--- config.mk ---
export PLATFORM = sky130hd
export DESIGN_NAME = sd_mod_sequencer
export DESIGN_NICKNAME = d
export VERILOG_FILES = /design/src/rtl/sd_mod_sequencer.sv
export SDC_FILE = /design/constraint.sdc
export NUM_CORES = 1
export LEC_CHECK = 0
export BUFFER_PORTS_ARGS = -buffer_cell sky130_fd_sc_hd__buf_2
export CORE_AREA = 8 8 125 127
export DETAILED_ROUTE_END_ITERATION = 16
export DIE_AREA = 0 0 133 135
export HOLD_SLACK_MARGIN = 0.1
export PLACE_DENSITY = 0.54
export REMOVE_ABC_BUFFERS = 1
export SLEW_MARGIN = 40
export SYNTH_ARGS = -nofsm -noshare
export SYNTH_HDL_FRONTEND = slang
export SYNTH_SLANG_ARGS = --single-unit
--- constraint.sdc ---
create_clock -name clk -period 2.65 [get_ports clk]
set_input_delay 0.53 -clock clk [delete_from_list [all_inputs] [get_ports clk]]
set_output_delay 0.53 -clock clk [all_outputs]
set_load 0.005 [all_outputs]
--- src/rtl/sd_mod_sequencer.sv ---
// ---------------------------------------------------------------------------
// sd_mod_sequencer
//
// Feeds the sigma-delta modulator (sd_filter_top) from a PCM sample stream.
// Incoming samples are buffered in a small FIFO. The modulator is started
// with clk_enable held low for a warm-up period. Each sample is then held on
// the modulator input for exactly OSR clocks. Underflow is handled by
// repeating the last sample or driving zero. On stop, the current sample is
// allowed to finish, and zeros are fed for a drain period before returning
// to idle.
//
// Ports
//   clk             in   1   system / modulator clock
//   aresetn         in   1   asynchronous active-low reset
//   run             in   1   level: 1 = start/continue, 0 = stop
//   s_tdata         in   W   signed PCM sample
//   s_tvalid        in   1   s_tdata valid
//   s_tready        out  1   sample accepted when s_tvalid & s_tready
//   mod_clk_enable  out  1   modulator clk_enable
//   mod_input       out  W   modulator input_rsvd (registered)
//   sample_strobe   out  1   one-cycle pulse when mod_input takes a new value
//   underflow       out  1   sticky: a RUN slot found the FIFO empty
//   underflow_clr   in   1   clears underflow (a coincident set wins)
//   state           out  2   0 IDLE, 1 WARM, 2 RUN, 3 DRAIN
// ---------------------------------------------------------------------------
module sd_mod_sequencer #(
    parameter int OSR        = 256,
    parameter int W          = 16,
    parameter int WARMUP     = 32,
    parameter int DEPTH      = 4,
    parameter int DRAIN_CLKS = 512,
    parameter int UF_ZERO    = 0
) (
    input  logic         clk,
    input  logic         aresetn,
    input  logic         run,
    input  logic [W-1:0] s_tdata,
    input  logic         s_tvalid,
    output logic         s_tready,
    output logic         mod_clk_enable,
    output logic [W-1:0] mod_input,
    output logic         sample_strobe,
    output logic         underflow,
    input  logic         underflow_clr,
    output logic [1:0]   state
);

    localparam int AW   = (DEPTH > 1) ? $clog2(DEPTH) : 1;
    localparam int CNTW = AW + 1;
    localparam int PW   = (OSR > 1) ? $clog2(OSR) : 1;
    localparam int TMAX = (WARMUP > DRAIN_CLKS) ? WARMUP : DRAIN_CLKS;
    localparam int TW   = $clog2(TMAX + 1);

    localparam logic [PW-1:0]   PHASE_LAST = PW'(OSR - 1);
    localparam logic [TW-1:0]   WARM_LAST  = TW'(WARMUP - 1);
    localparam logic [TW-1:0]   DRAIN_LAST = TW'(DRAIN_CLKS - 1);
    localparam logic [CNTW-1:0] FULL_CNT   = CNTW'(DEPTH);

    typedef enum logic [1:0] {
        S_IDLE  = 2'd0,
        S_WARM  = 2'd1,
        S_RUN   = 2'd2,
        S_DRAIN = 2'd3
    } state_t;

    state_t          state_q, state_d;
    logic [PW-1:0]   phase_q, phase_d;
    logic [TW-1:0]   tmr_q, tmr_d;
    logic [AW-1:0]   wr_ptr_q, wr_ptr_d;
    logic [AW-1:0]   rd_ptr_q, rd_ptr_d;
    logic [CNTW-1:0] count_q, count_d;
    logic            ready_q, ready_d;
    logic            clk_en_q, clk_en_d;
    logic [W-1:0]    mod_input_q, mod_input_d;
    logic            strobe_q, strobe_d;
    logic            underflow_q, underflow_d;

    logic [W-1:0]    mem [DEPTH];

    logic            push;
    logic            pop;
    logic            slot;
    logic            flush;
    logic            fifo_empty;

    // Handshake and slot decode. s_tready is a registered flag derived from
    // the registered count, so a pop that frees a full FIFO only opens the
    // input on the following cycle. A slot is the phase-0 cycle of RUN.
    always_comb begin
        fifo_empty = (count_q == '0);
        push       = s_tvalid && ready_q;
        slot       = (state_q == S_RUN) && (phase_q == '0);
        pop        = slot && !fifo_empty;
    end

    // Sequencer next-state logic. Timers are cleared on entry to WARM and to
    // DRAIN and count up to the last clock of that period. In RUN the phase
    // counter wraps every OSR clocks. The stop request is only looked at on
    // the last phase, so a sample in progress always completes.
    always_comb begin
        state_d     = state_q;
        phase_d     = phase_q;
        tmr_d       = tmr_q;
        mod_input_d = mod_input_q;
        strobe_d    = 1'b0;
        underflow_d = underflow_q && !underflow_clr;
        flush       = 1'b0;

        case (state_q)
            S_IDLE: begin
                mod_input_d = '0;
                phase_d     = '0;
                if (run) begin
                    state_d = S_WARM;
                    tmr_d   = '0;
                end
            end

            S_WARM: begin
                mod_input_d = '0;
                if (!run) begin
                    state_d = S_IDLE;
                end else if (tmr_q == WARM_LAST) begin
                    state_d = S_RUN;
                    phase_d = '0;
                end else begin
                    tmr_d = tmr_q + TW'(1);
                end
            end

            S_RUN: begin
                phase_d = (phase_q == PHASE_LAST) ? '0 : phase_q + PW'(1);

                // A slot always produces a strobe. On an empty FIFO the
                // slot is flagged as underflow, and the held value is
                // repeated or zero is driven.
                if (slot) begin
                    strobe_d = 1'b1;
                    if (!fifo_empty) begin
                        mod_input_d = mem[rd_ptr_q];
                    end else begin
                        underflow_d = 1'b1;
                        if (UF_ZERO != 0) begin
                            mod_input_d = '0;
                        end
                    end
                end

                if ((phase_q == PHASE_LAST) && !run) begin
                    state_d     = S_DRAIN;
                    tmr_d       = '0;
                    phase_d     = '0;
                    mod_input_d = '0;
                    flush       = 1'b1;
                end
            end

            S_DRAIN: begin
                mod_input_d = '0;
                if (tmr_q == DRAIN_LAST) begin
                    state_d = S_IDLE;
                end else begin
                    tmr_d = tmr_q + TW'(1);
                end
            end

            default: begin
                state_d = S_IDLE;
            end
        endcase

        clk_en_d = (state_d == S_RUN) || (state_d == S_DRAIN);
    end

    // FIFO pointer/count update. Entering DRAIN discards everything buffered,
    // including a sample pushed on that same edge.
    always_comb begin
        wr_ptr_d = wr_ptr_q;
        rd_ptr_d = rd_ptr_q;
        count_d  = count_q;

        if (flush) begin
            wr_ptr_d = '0;
            rd_ptr_d = '0;
            count_d  = '0;
        end else begin
            if (push) begin
                wr_ptr_d = wr_ptr_q + AW'(1);
            end
            if (pop) begin
                rd_ptr_d = rd_ptr_q + AW'(1);
            end
            case ({push, pop})
                2'b10:   count_d = count_q + CNTW'(1);
                2'b01:   count_d = count_q - CNTW'(1);
                default: count_d = count_q;
            endcase
        end

        ready_d = (count_d != FULL_CNT) && (state_d != S_DRAIN);
    end

    // All sequencer and FIFO control state. Reset returns everything to IDLE
    // with every output low.
    always_ff @(posedge clk or negedge aresetn) begin
        if (!aresetn) begin
            state_q     <= S_IDLE;
            phase_q     <= '0;
            tmr_q       <= '0;
            wr_ptr_q    <= '0;
            rd_ptr_q    <= '0;
            count_q     <= '0;
            ready_q     <= 1'b0;
            clk_en_q    <= 1'b0;
            mod_input_q <= '0;
            strobe_q    <= 1'b0;
            underflow_q <= 1'b0;
        end else begin
            state_q     <= state_d;
            phase_q     <= phase_d;
            tmr_q       <= tmr_d;
            wr_ptr_q    <= wr_ptr_d;
            rd_ptr_q    <= rd_ptr_d;
            count_q     <= count_d;
            ready_q     <= ready_d;
            clk_en_q    <= clk_en_d;
            mod_input_q <= mod_input_d;
            strobe_q    <= strobe_d;
            underflow_q <= underflow_d;
        end
    end

    // Sample storage. It has no reset; validity is tracked by the pointers.
    always_ff @(posedge clk) begin
        if (push && !flush) begin
            mem[wr_ptr_q] <= s_tdata;
        end
    end

    assign s_tready       = ready_q;
    assign mod_clk_enable = clk_en_q;
    assign mod_input      = mod_input_q;
    assign sample_strobe  = strobe_q;
    assign underflow      = underflow_q;
    assign state          = state_q;

endmodule

Yosys cells after proc, flatten, opt, wreduce, memory -nomap -nowiden
Memories as Yosys holds them, arrays and structs flattened.
Index checks and enable logic that the tools add are counted.
{"block": "word_totals", "register_bits": 47, "mem_bits_ro": 0, "word_cells": 96, "latch_bits": 0, "mem_bits_rw": 64, "output_inout_bits": 22, "input_bits": 21, "memories": 1}
{"block": "op_classes", "eq_ne": 20, "shifts": 0, "reduce_logical": 22, "n_addsub": 6, "div": 0, "multipliers": 0, "mux": 36, "n_lt_le_gt_ge": 0, "n_bitwise": 0}
{"name": "mem", "words": 4, "width": 16, "rd": 1, "rd_ports_with_merged_regs": 0, "write_ports": 1, "line_no": "78", "rtl": "logic [W-1:0] mem [DEPTH];"}
{"operator": "$mux 10", "n": 5}
{"operator": "$mux 16", "n": 3}
{"operator": "$pmux 10 s4", "n": 1}
{"operator": "$mux 8", "n": 4}
{"operator": "$pmux 16 s2", "n": 1}
{"operator": "$pmux 8 s3", "n": 1}
{"operator": "$mux 2", "n": 9}
{"operator": "$ne 2x2->1 const B", "n": 6}
{"operator": "$add 10x1->10 const B", "n": 1}
{"operator": "$eq 10x5->1 const B", "n": 1}
{"operator": "$eq 10x9->1 const B", "n": 1}
{"operator": "$eq 2x2->1 const B", "n": 5}
{"operator": "$mux 1", "n": 9}
{"operator": "$add 8x1->8 const B", "n": 1}
{"operator": "$eq 8x8->1 const B", "n": 1}
{"operator": "$logic_not 8->1", "n": 1}
{"operator": "$pmux 2 s4", "n": 1}
{"operator": "$logic_and 1x1->1", "n": 7}
{"operator": "$ne 3x2->1 const B", "n": 2}
{"operator": "$pmux 3 s2", "n": 1}
{"operator": "$reduce_and 5->1", "n": 1}
{"operator": "$add 2x1->2 const B", "n": 2}
{"operator": "$eq 2x1->1 const B", "n": 2}
{"operator": "$logic_not 1->1", "n": 4}
{"operator": "13 further kinds", "n": 14}

Logic depth before layout (Yosys ltp)
Gate-level depths: netlist of the first run.
{"block": "depth", "word_depth": 8, "mapped_depth": 13, "depth_no_buf": 12}

Worst setup path before layout of the first run
Ideal clock, no wire load.
{"block": "synth_path", "path_kind": "reg-to-reg", "start": "reg phase_q[0]", "end": "reg ready_q, in the netlist s_tready", "slack_ns": -0.198, "path_stages_with_launch": 13, "t_arrival_ns": 2.704, "setup_time_ns": 0.144, "path_buffers": 1, "required_ns": 2.506, "synth_period_minus_slack_ns": 2.848, "path_cell_list": "dfrtp_1 inv_1 ha_1 or4b_1 or3_1 clkbuf_1 nor2_1 ha_1 fa_1 nor2_1 nand3_1 o31ai_1 nor3_1"}
{"block": "synth_via", "elab_chain_cells": 8, "elab_cells_between_ends": 16, "classes_between": "5 x eq/ne; 6 x mux; 5 x reduce/logical"}
{"element": "start: declaration", "line_no": "67", "rtl": "logic [PW-1:0] phase_q, phase_d;"}
{"element": "start signal: assignment", "line_no": "220", "rtl": "phase_q <= phase_d;"}
{"element": "$logic_not 8->1", "line_no": "92", "rtl": "slot = (state_q == S_RUN) && (phase_q == '0);"}
{"element": "$logic_and 1x1->1", "line_no": "92"}
{"element": "$logic_and 1x1->1", "line_no": "93", "rtl": "pop = slot && !fifo_empty;"}
{"element": "$eq 2x1->1 or $eq 2x2->1 (tied branches)", "line_no": "193", "rtl": "case ({push, pop})"}
{"element": "$pmux 3 s2", "line_no": "193"}
{"element": "$mux 3", "line_no": "182", "rtl": "if (flush) begin"}
{"element": "$ne 3x3->1", "line_no": "200", "rtl": "ready_d = (count_d != FULL_CNT) && (state_d != S_DRAIN);"}
{"element": "$logic_and 1x1->1 (*)", "line_no": "200"}
{"element": "via ready_d", "line_no": "72", "rtl": "logic ready_q, ready_d;"}
{"element": "end signal: assignment", "line_no": "225", "rtl": "ready_q <= ready_d;"}
{"element": "end: declaration", "line_no": "72"}
The timed path passes the listed nets; every way through them passes the cells marked *.
A chain may end at the register's enable or synchronous reset.

Final worst setup path of the first run
{"block": "layout_path", "start": "reg phase_q[1]", "end": "reg count_q[1]"}
{"block": "layout_via", "elab_chain_cells": 6, "elab_cells_between_ends": 11, "classes_between": "3 x eq/ne; 4 x mux; 4 x reduce/logical"}
{"element": "$logic_not 8->1", "line_no": "92"}
{"element": "$logic_and 1x1->1", "line_no": "92"}
{"element": "$logic_and 1x1->1", "line_no": "93"}
{"element": "$eq 2x1->1 or $eq 2x2->1 (tied branches)", "line_no": "193"}
{"element": "$pmux 3 s2", "line_no": "193"}
{"element": "$mux 3 (*)", "line_no": "182"}
{"element": "via count_d[1]", "line_no": "71", "rtl": "logic [CNTW-1:0] count_q, count_d;"}
{"element": "end signal: assignment", "line_no": "224", "rtl": "count_q <= count_d;"}
{"element": "end: declaration", "line_no": "71"}
Marks and branches as above.

==> results of run 1 <==
==> cell type report <==
type                            instances  area, µm²  area share, %
Clock buffer                           11        253           4.48
Clock inverter                          5       47.5          0.842
Timing Repair Buffer                   74        453           8.02
Tap cell                              180        225           3.99
Sequential cell                       111       3100           54.9
Multi-Input combinational cell        203       1520           26.9
Inverter                               13       48.8          0.864
==> synth_stat cells, types with 2 or more instances <==
cell type  number  area [µm²]
a21oi_1        23         115
a22o_1          2        17.5
and2_1          4        25.0
and3_1          3        18.8
buf_1           3        11.3
buf_2           2        10.0
clkbuf_1        8        30.0
dfrtp_1        47        1180
edfxtp_1       64        1920
ha_1            8         100
inv_1          13        48.8
mux2i_1         3        30.0
mux4_2         16         360
nand2_1        57         214
nand2b_1        3        18.8
nand3_1        12        60.1
nand3b_1        2        15.0
nor2_1          9        33.8
nor2b_1         2        12.5
nor3_1          5        25.0
nor3_2          2        20.0
o21ai_0        10        50.1
o22a_1          2        17.5
o22ai_1         2        12.5
o31ai_1         7        52.6
o41ai_1         3        26.3
or3_1           3        18.8
or4_1           3        22.5
xnor2_1         4        35.0
xor2_1          3        26.3
==> sequential cells by signal, indices dropped and copies added (netlist names) <==
register,count
mod_clk_enable,1
count_q,3
phase_q,8
s_tready,1
mem,64
sample_strobe,1
wr_ptr_q,2
state,2
underflow,1
mod_input,16
rd_ptr_q,2
tmr_q,10
==> cell usage in the layout, fill, tap and decap left out, types with 3 or more instances in the layout <==
cell and n:
or4_1 3, nand2b_1 3, o21ai_0 10, o31ai_1 7, o41ai_1 3, xnor2_1 4
ha_1 6, nand3_1 12, edfxtp_1 64, xor2_1 3, dfrtp_1 47, and2_1 4
buf_4 31, mux2i_1 3, inv_1 11, clkbuf_16 9, nor3_1 5, nor2_1 8
nand2_1 57, mux4_2 16, and3_1 3, buf_2 42, a21oi_1 22
==> logic make-up after synthesis <==
kind of cell | count (synthesis)
muxes | 19
buffers and inverters | 27
AOI/OAI and AO/OA | 56
DFF | 111
xor gates and xnor gates | 7
and+or+nand+nor | 112
adders and majority gates | 9
==> layer usage <==
metal  track usage (%)  routed length (µm)
met1              13.9                4480
met4              5.43                 229
met3              3.64                 522
met5                 0                   0
met2              19.0                4830
==> power by group through the flow <==
stage                     Combinational, mW  Clock, mW  Sequential (mW)
after floorplan                        1.15          0             2.58
after global placement                 2.11          0             2.47
after detailed placement               2.15          0             2.49
after CTS                              2.22       1.39             2.45
after global routing                   2.48       1.44             2.50
final                                  2.24       1.35             2.45
==> worst max path at each step <==
stage,slack (ns),to,start,cells past startpoint
after detailed placement,-0.09,s_tready$_DFF_PN0_,phase_q[1]$_DFFE_PN0P_,11
after CTS,0.01,s_tready$_DFF_PN0_,phase_q[1]$_DFFE_PN0P_,11
final,0.05,count_q[1]$_DFF_PN0_,phase_q[1]$_DFFE_PN0P_,10
after global routing,-0.08,s_tready$_DFF_PN0_,phase_q[1]$_DFFE_PN0P_,11
after floorplan,-0.28,s_tready$_DFF_PN0_,phase_q[0]$_DFFE_PN0P_,11
after global placement,0.005,s_tready$_DFF_PN0_,phase_q[0]$_DFFE_PN0P_,11
==> metrics by stage <==
step / instances / setup TNS [ns] / worst slack, ns
3_5_place_dp: 577 / -0.142 / -0.0914
4_1_cts: 595 / 0 / 0.0122
2_1_floorplan: 327 / -0.618 / -0.282
3_3_place_gp: 577 / 0 / 0.00517
5_1_grt: 597 / -0.183 / -0.0824
6_report: 597 / 0 / 0.0493
==> critical path: stages, from the launching register on <==
cell	delay, ns
dfrtp_1	0.40
inv_2	0.09
ha_4	0.12
or4b_4	0.45
or3_4	0.36
nor2_4	0.16
ha_4	0.16
fa_1	0.42
buf_4	0.15
mux2i_1	0.12
nor2_1	0.06
==> what timing repair did <==
action / 4_1_cts / 5_1_grt
hold endpoints to repair: 6 / 0
gates resized for setup: 6 / 5
hold buffers: 1 / 0
setup buffers: 1 / 2
setup endpoints to repair: 2 / 3
pin swaps: 2 / 5
==> flow_summary.toml, run 1 <==
[sta]
fin_worst_skew_ns = 0.00920
relSlewSlack_pct = 57.0
grt_setup_unrepaired = "true"
hold_violations = 0
slew_viol_final = 0
fmax_mhz = 385
fin_crit_ns = 2.60
whs_ns = 0.388
worst_pin_slew_ns = 0.640
fin_crit_sh_pct = 98.1
setup_viol = 0

[setup_path]
rr_endpoint = "count_q[1]$_DFF_PN0_"
critPathKind = "register to register"
arrival_ns = 2.84
end_kind = "register"
cp.required_ns = 2.89
crit_path_start_kind = "register"
ff2ff_path_depth = 10
crit_path_max_fanout = 2
reg2reg_from = "phase_q[1]$_DFFE_PN0P_"
r2r_slack_ns = 0.05

[synth]
synth_cells = 341
ys_warn_count = 0
syn_area_um2 = 4690
synth_compound_area_share_pct = 7.48
synthMuxAreaShare_pct = 8.33
avgSynthCellArea_um2 = 13.7
synth-seq-area-share_pct = 66.1
async_flop_share_pct = 42.3
synth_simple_gate_area_share_pct = 11.8
synth_xor_area_share_pct = 1.31
synth_flop_cell = "edfxtp_1"
synth_adder_area_share_pct = 2.56
synth_edf_count = 64
ys_types = 46
synth_top_family_by_area = "simple AND/OR/NAND/NOR gates"
synth-seq-cells = 111

[power]
power.density_nw_per_um2 = 1070
comb_power_share_pct = 37.0
seqPwrFrac_pct = 40.6
total_power_mw = 6.04
peakVddDrop_mv = 0.704
p_switching_mw = 2.08
internal_power_mw = 3.96
switching_share_pct = 34.4
p_leak_nw = 2.25
p_clk_share_pct = 22.4

[floorplan]
rows = 43
io_pins = 43
die_w_um = 133
dieArea_um2 = 18000
coreArea_um2 = 13600
die_h_um = 135
start_util_pct = 34.4

[route]
viasPerCell = 5.02
drtIter0Drc = 214
drtPass1Iterations = 4
routed_wirelength_um = 10100
vias = 2994
detail-route-antenna-nets = 0
wl_per_cell_um = 16.9
drc = 0

[layout]
design_area_um2 = 5650
nets = 442
final_core_util_pct = 41.5
area_delta_synth_final_pct = 20.5
fillers = 1289
layout-drive-gt1-share_pct = 28.3
antenna_cells = 0

[clock_network]
insertion_delay_ns = 0.35
htreeDepth = 3
cts_tree = "done"
clock-sinks = 111
numCtsBuffers = 9
cts.reportedPaths.clkPinSlew_ns = 0.07
cts_buffer_depth = 2
cts_root_buf = "clkbuf_16"

[global_routing]
grt_pass1_wl_um = 16100
grt_pass1_vias = 3082
grt_max_degree = 42
antenna_found_initial = 0
grt_usage_pct = 11.7
gr-total-overflow = 0

[placement]
io_buffers = 42
post_dp_cell_area_um2 = 5270
place_hpwl_um = 6610
gp_routability_congestion = 0.788

[hold_path]
holdPathEnd = "mem[1][6]$_DFFE_PP_"
min_path_type = "primary input to register"
hp-start = "s_tdata[6]"
min_path_cells = 1

[status]
run_status = "completed"

[run]
maxCapViolations = 0
Power figures use the tool's default switching activity.
==> inputs of run 2 (changes only) <==
--- a/config.mk
+++ b/config.mk
@@ -12,6 +12,7 @@
 export HOLD_SLACK_MARGIN = 0.1
 export PLACE_DENSITY = 0.54
 export REMOVE_ABC_BUFFERS = 1
+export SETUP_SLACK_MARGIN = 0.5
 export SLEW_MARGIN = 40
 export SYNTH_ARGS = -nofsm -noshare
 export SYNTH_HDL_FRONTEND = slang
==> flow_summary.toml, run 2 (synthesized netlist as in run 1, its figures left out) <==
[status]
run_status = "completed"

[sta]
fin_crit_ns = 2.58
grt_setup_unrepaired = "true"
slew_viol_final = 0
relSlewSlack_pct = 55.5
worst_pin_slew_ns = 0.662
fmax_mhz = 387
hold_violations = 0
setup_viol = 0
fin_worst_skew_ns = 0.00949
fin_crit_sh_pct = 97.4

[global_routing]
gr-total-overflow = 0
antenna_found_initial = 0
grt_pass1_vias = 3094
grt_max_degree = 42
grt_pass1_wl_um = 16300
grt_usage_pct = 11.8

[setup_path]
cp.required_ns = 2.89
arrival_ns = 2.82
crit_path_start_kind = "register"
rr_endpoint = "count_q[1]$_DFF_PN0_"
r2r_slack_ns = 0.07
ff2ff_path_depth = 10
crit_path_max_fanout = 2
critPathKind = "register to register"
end_kind = "register"
reg2reg_from = "phase_q[1]$_DFFE_PN0P_"

[clock_network]
cts.reportedPaths.clkPinSlew_ns = 0.07
cts_buffer_depth = 2
htreeDepth = 3
clock-sinks = 111
cts_tree = "done"
cts_root_buf = "clkbuf_16"
insertion_delay_ns = 0.35
numCtsBuffers = 9

[layout]
largest_reg_flops = 64
regMostFlops = "mem"
layout.cells.non_filler = 600
nets = 445
area_delta_synth_final_pct = 22.3
layout_common_cells = "edfxtp_1 (64), nand2_1 (56), dfrtp_1 (46), buf_2 (42), buf_4 (28)"
layout-drive-gt1-share_pct = 30.7
final_common_cell = "edfxtp_1"
final_core_util_pct = 42.1
antenna_cells = 0
design_area_um2 = 5730

[route]
drtPass1Iterations = 4
routed_wirelength_um = 10100
viasPerCell = 5.03
drc = 0
wl_met2_um = 4900
wl_per_cell_um = 16.9
detail-route-antenna-nets = 0
met3_length_um = 434
vias = 3020
wirelength_met1_um = 4600
top_layer = "met4"
drtIter0Drc = 181

[placement]
io_buffers = 42
gp_routability_congestion = 0.788
placed_cells = 577
place_hpwl_um = 6610
post_dp_cell_area_um2 = 5270

[power]
total_power_mw = 6.14
power.density_nw_per_um2 = 1070
p_leak_nw = 2.27
peakVddDrop_mv = 0.708

[hold_path]
min_path_type = "primary input to register"
hp-start = "s_tdata[6]"
min_path_cells = 1
holdPathEnd = "mem[1][6]$_DFFE_PP_"

[floorplan]
die_w_um = 133
die_h_um = 135
io_pins = 43
rows = 43
start_util_pct = 34.4
coreArea_um2 = 13600
dieArea_um2 = 18000

[run]
maxCapViolations = 0
-- run 2: changes by cell type in the layout (fill, tap and decap cells not counted), moves of 2 or more --
| cell | delta |
|---|---|
| buf_6 | +6 |
| ha_2 | +2 |
| buf_4 | -3 |
| nor3_2 | -2 |
| ha_1 | -2 |
| nor3_4 | +2 |
-- run 2: critical path, stage by stage (launching register included) --
cell	delay (ns)
dfrtp_1	0.40
inv_2	0.09
ha_4	0.12
or4b_4	0.45
or3_4	0.36
nor2_4	0.13
ha_4	0.16
fa_2	0.44
buf_4	0.14
mux2i_1	0.12
nor2_1	0.06
-- run 2: through the flow --
stage	hold WS [ns]	worst slack (ns)	setup TNS, ns
2_1_floorplan	0.234	-0.282	-0.618
3_3_place_gp	0.373	0.00517	0
3_5_place_dp	0.375	-0.0914	-0.142
4_1_cts	0.369	0.0648	0
5_1_grt	0.373	-0.0655	-0.125
6_report	0.391	0.0685	0
-- run 2: cell type report --
cell class,count,area (µm²)
fillers,1278,7880
multi-input cells,203,1560
inverters,13,48.8
clock inverters,5,47.5
flip-flops and latches,111,3100
well taps,180,225
repair buffers,77,498
clock buffers,11,253
-- run 2: per-layer routing --
metal	GRT usage [%]	up-vias
li1	-	1404
met1	14.0	1545
met2	19.3	57
met3	3.64	14
met4	5.11	0
met5	0	-
-- run 2: worst max path at each step --
stage	endpoint	startpoint	slack (ns)	cells after the start
3_3_place_gp	s_tready$_DFF_PN0_	phase_q[0]$_DFFE_PN0P_	0.005	11
2_1_floorplan	s_tready$_DFF_PN0_	phase_q[0]$_DFFE_PN0P_	-0.28	11
3_5_place_dp	s_tready$_DFF_PN0_	phase_q[1]$_DFFE_PN0P_	-0.09	11
4_1_cts	s_tready$_DFF_PN0_	phase_q[1]$_DFFE_PN0P_	0.06	11
5_1_grt	s_tready$_DFF_PN0_	phase_q[1]$_DFFE_PN0P_	-0.07	11
6_report	count_q[1]$_DFF_PN0_	phase_q[1]$_DFFE_PN0P_	0.07	10
-- run 2: power breakdown --
| group | switching, mW | total (mW) | leakage, nW | internal (mW) |
|---|---|---|---|---|
| Combinational | 1.26 | 2.33 | 0.919 | 1.07 |
| Sequential | 0.208 | 2.46 | 1.21 | 2.25 |
| Clock | 0.638 | 1.35 | 0.146 | 0.708 |
-- run 2: repair_timing --
action | 4_1_cts | 5_1_grt
hold buffers | 1 | 0
pin swaps | 7 | 7
hold endpoints to repair | 6 | 0
endpoints found under the setup margin | 72 | 81
setup buffers | 4 | 2
resized for setup | 13 | 15
==> inputs of run 3 (changes only) <==
--- a/config.mk
+++ b/config.mk
@@ -7,6 +7,7 @@
 export LEC_CHECK = 0
 export BUFFER_PORTS_ARGS = -buffer_cell sky130_fd_sc_hd__buf_2
 export CORE_AREA = 8 8 125 127
+export CTS_BUF_LIST = sky130_fd_sc_hd__clkbuf_4 sky130_fd_sc_hd__clkbuf_8
 export DETAILED_ROUTE_END_ITERATION = 16
 export DIE_AREA = 0 0 133 135
 export HOLD_SLACK_MARGIN = 0.1
==> flow_summary.toml, run 3 (synthesized netlist as in run 1, its figures left out) <==
[placement]
post_dp_cell_area_um2 = 5270
pre_cts_ws_ns = -0.0914
placed_cells = 577
io_buffers = 42
gp_routability_congestion = 0.788
place_hpwl_um = 6610

[route]
detail-route-antenna-nets = 0
vias = 2986
drtIter0Drc = 191
routed_wirelength_um = 10100
drtPass1Iterations = 4
viasPerCell = 4.97
drc = 0
wl_per_cell_um = 16.7

[floorplan]
start_util_pct = 34.4
dieArea_um2 = 18000
die_w_um = 133
die_h_um = 135
io_pins = 43
coreArea_um2 = 13600
rows = 43

[setup_path]
ff2ff_path_depth = 11
crit_path_cell_trace = "inv_2, ha_4, or4b_4, or3_4, nor2_4, ha_4, fa_2, nor2_1, nand3_1, o31ai_1, nor3_1"
worst-path-stages = 11
cp_top_family = "simple AND/OR/NAND/NOR gates"
critPathKind = "register to register"
cp.required_ns = 2.92
path_buf_inv = 1
crit_path_start_kind = "register"
cp_common_cell = "ha_4"
arrival_ns = 2.86
slowest_delay_ns = 0.45
end_kind = "register"
crit_path_max_fanout = 2
slowest_stage = "or4b_4"

[layout]
multi_input_area_um2 = 1560
nets = 446
seq_area_um2 = 3100
fillers = 1285
antenna_cells = 0
layout-drive-gt1-share_pct = 30.9
regMostFlops = "mem"
layout.cells.non_filler = 601
final_common_cell = "edfxtp_1"
area_delta_synth_final_pct = 20.3
design_area_um2 = 5640
layout_common_cells = "edfxtp_1 (64), nand2_1 (56), dfrtp_1 (46), buf_2 (42), buf_4 (29)"
largest_reg_flops = 64
final_core_util_pct = 41.4

[power]
total_power_mw = 5.80
p_leak_nw = 2.23
power.density_nw_per_um2 = 1030
peakVddDrop_mv = 0.575

[clock_network]
insertion_delay_ns = 0.38
clock-sinks = 111
cts_buffer_depth = 2
cts.reportedPaths.clkPinSlew_ns = 0.11
cts_tree = "done"
cts_root_buf = "clkbuf_8"
htreeDepth = 3
numCtsBuffers = 9

[global_routing]
grt_usage_pct = 11.7
antenna_found_initial = 0
grt_max_degree = 42
grt_pass1_vias = 3079
grt_pass1_wl_um = 16200
gr-total-overflow = 0

[run]
maxCapViolations = 0

[sta]
fin_worst_skew_ns = 0.00663
slew_viol_final = 0
fin_crit_sh_pct = 97.9
hold_violations = 0
fmax_mhz = 386
relSlewSlack_pct = 53.6
fin_crit_ns = 2.59
setup_ws_ns = 0.0568
grt_setup_unrepaired = "true"
setup_viol = 0
worst_pin_slew_ns = 0.689

[status]
run_status = "completed"

[hold_path]
min_path_cells = 1
min_path_type = "primary input to register"
==> run 3: cell count changes in the layout (fill, tap and decap cells not counted) <==
cell       before  now
clkbuf_16       9    0
clkbuf_8        2   11
buf_4          28   29
==> run 3: metrics by stage <==
stage	hold slack, ns	setup TNS (ns)
after detailed placement	0.375	-0.142
final	0.358	0
after floorplan	0.234	-0.618
after CTS	0.331	0
after global placement	0.373	0
after global routing	0.326	-0.155
==> run 3: cell type report <==
type / count / share of cell area [%]
flip-flops and latches: 111 / 55.0
well taps: 180 / 4.00
multi-input cells: 203 / 27.7
inverters: 13 / 0.866
repair buffers: 78 / 8.97
clock inverters: 5 / 0.844
clock buffers: 11 / 2.69
==> run 3: per-layer routing <==
metal	global-route usage (%)	wire length (µm)	share of wire (%)	vias up
met5	0	0	0	-
met4	3.53	136	1.4	0
met3	4.09	446	4.4	13
met2	19.5	4830	48	50
met1	13.9	4640	46	1517
li1	-	-	-	1406
==> run 3: worst paths after layout <==
kind / slack [ns] / from / endpoint
worst max-delay path: 0.06 / phase_q[1]$_DFFE_PN0P_ / s_tready$_DFF_PN0_
worst min-delay path: 0.36 / s_tdata[3] / mem[0][3]$_DFFE_PP_
worst max register to register: 0.06 / phase_q[1]$_DFFE_PN0P_ / s_tready$_DFF_PN0_
worst min register to register: 0.52 / underflow$_DFF_PN0_ / underflow$_DFF_PN0_
max in group asynchronous: 1.26 / aresetn / state[1]$_DFF_PN0_
min in group asynchronous: 0.56 / aresetn / mod_input[14]$_DFFE_PN0P_
==> run 3: power by group <==
group / internal (mW) / switching, mW
Clock: 0.412 / 0.592
Sequential: 2.25 / 0.209
Combinational: 1.08 / 1.26
==> run 3: timing repair <==
action	CTS	global route
gates resized for setup	13	15
pin swaps	7	7
hold buffers	1	0
buffers inserted	4	3
endpoints found under the setup margin	72	81
endpoints found under the hold margin	6	0
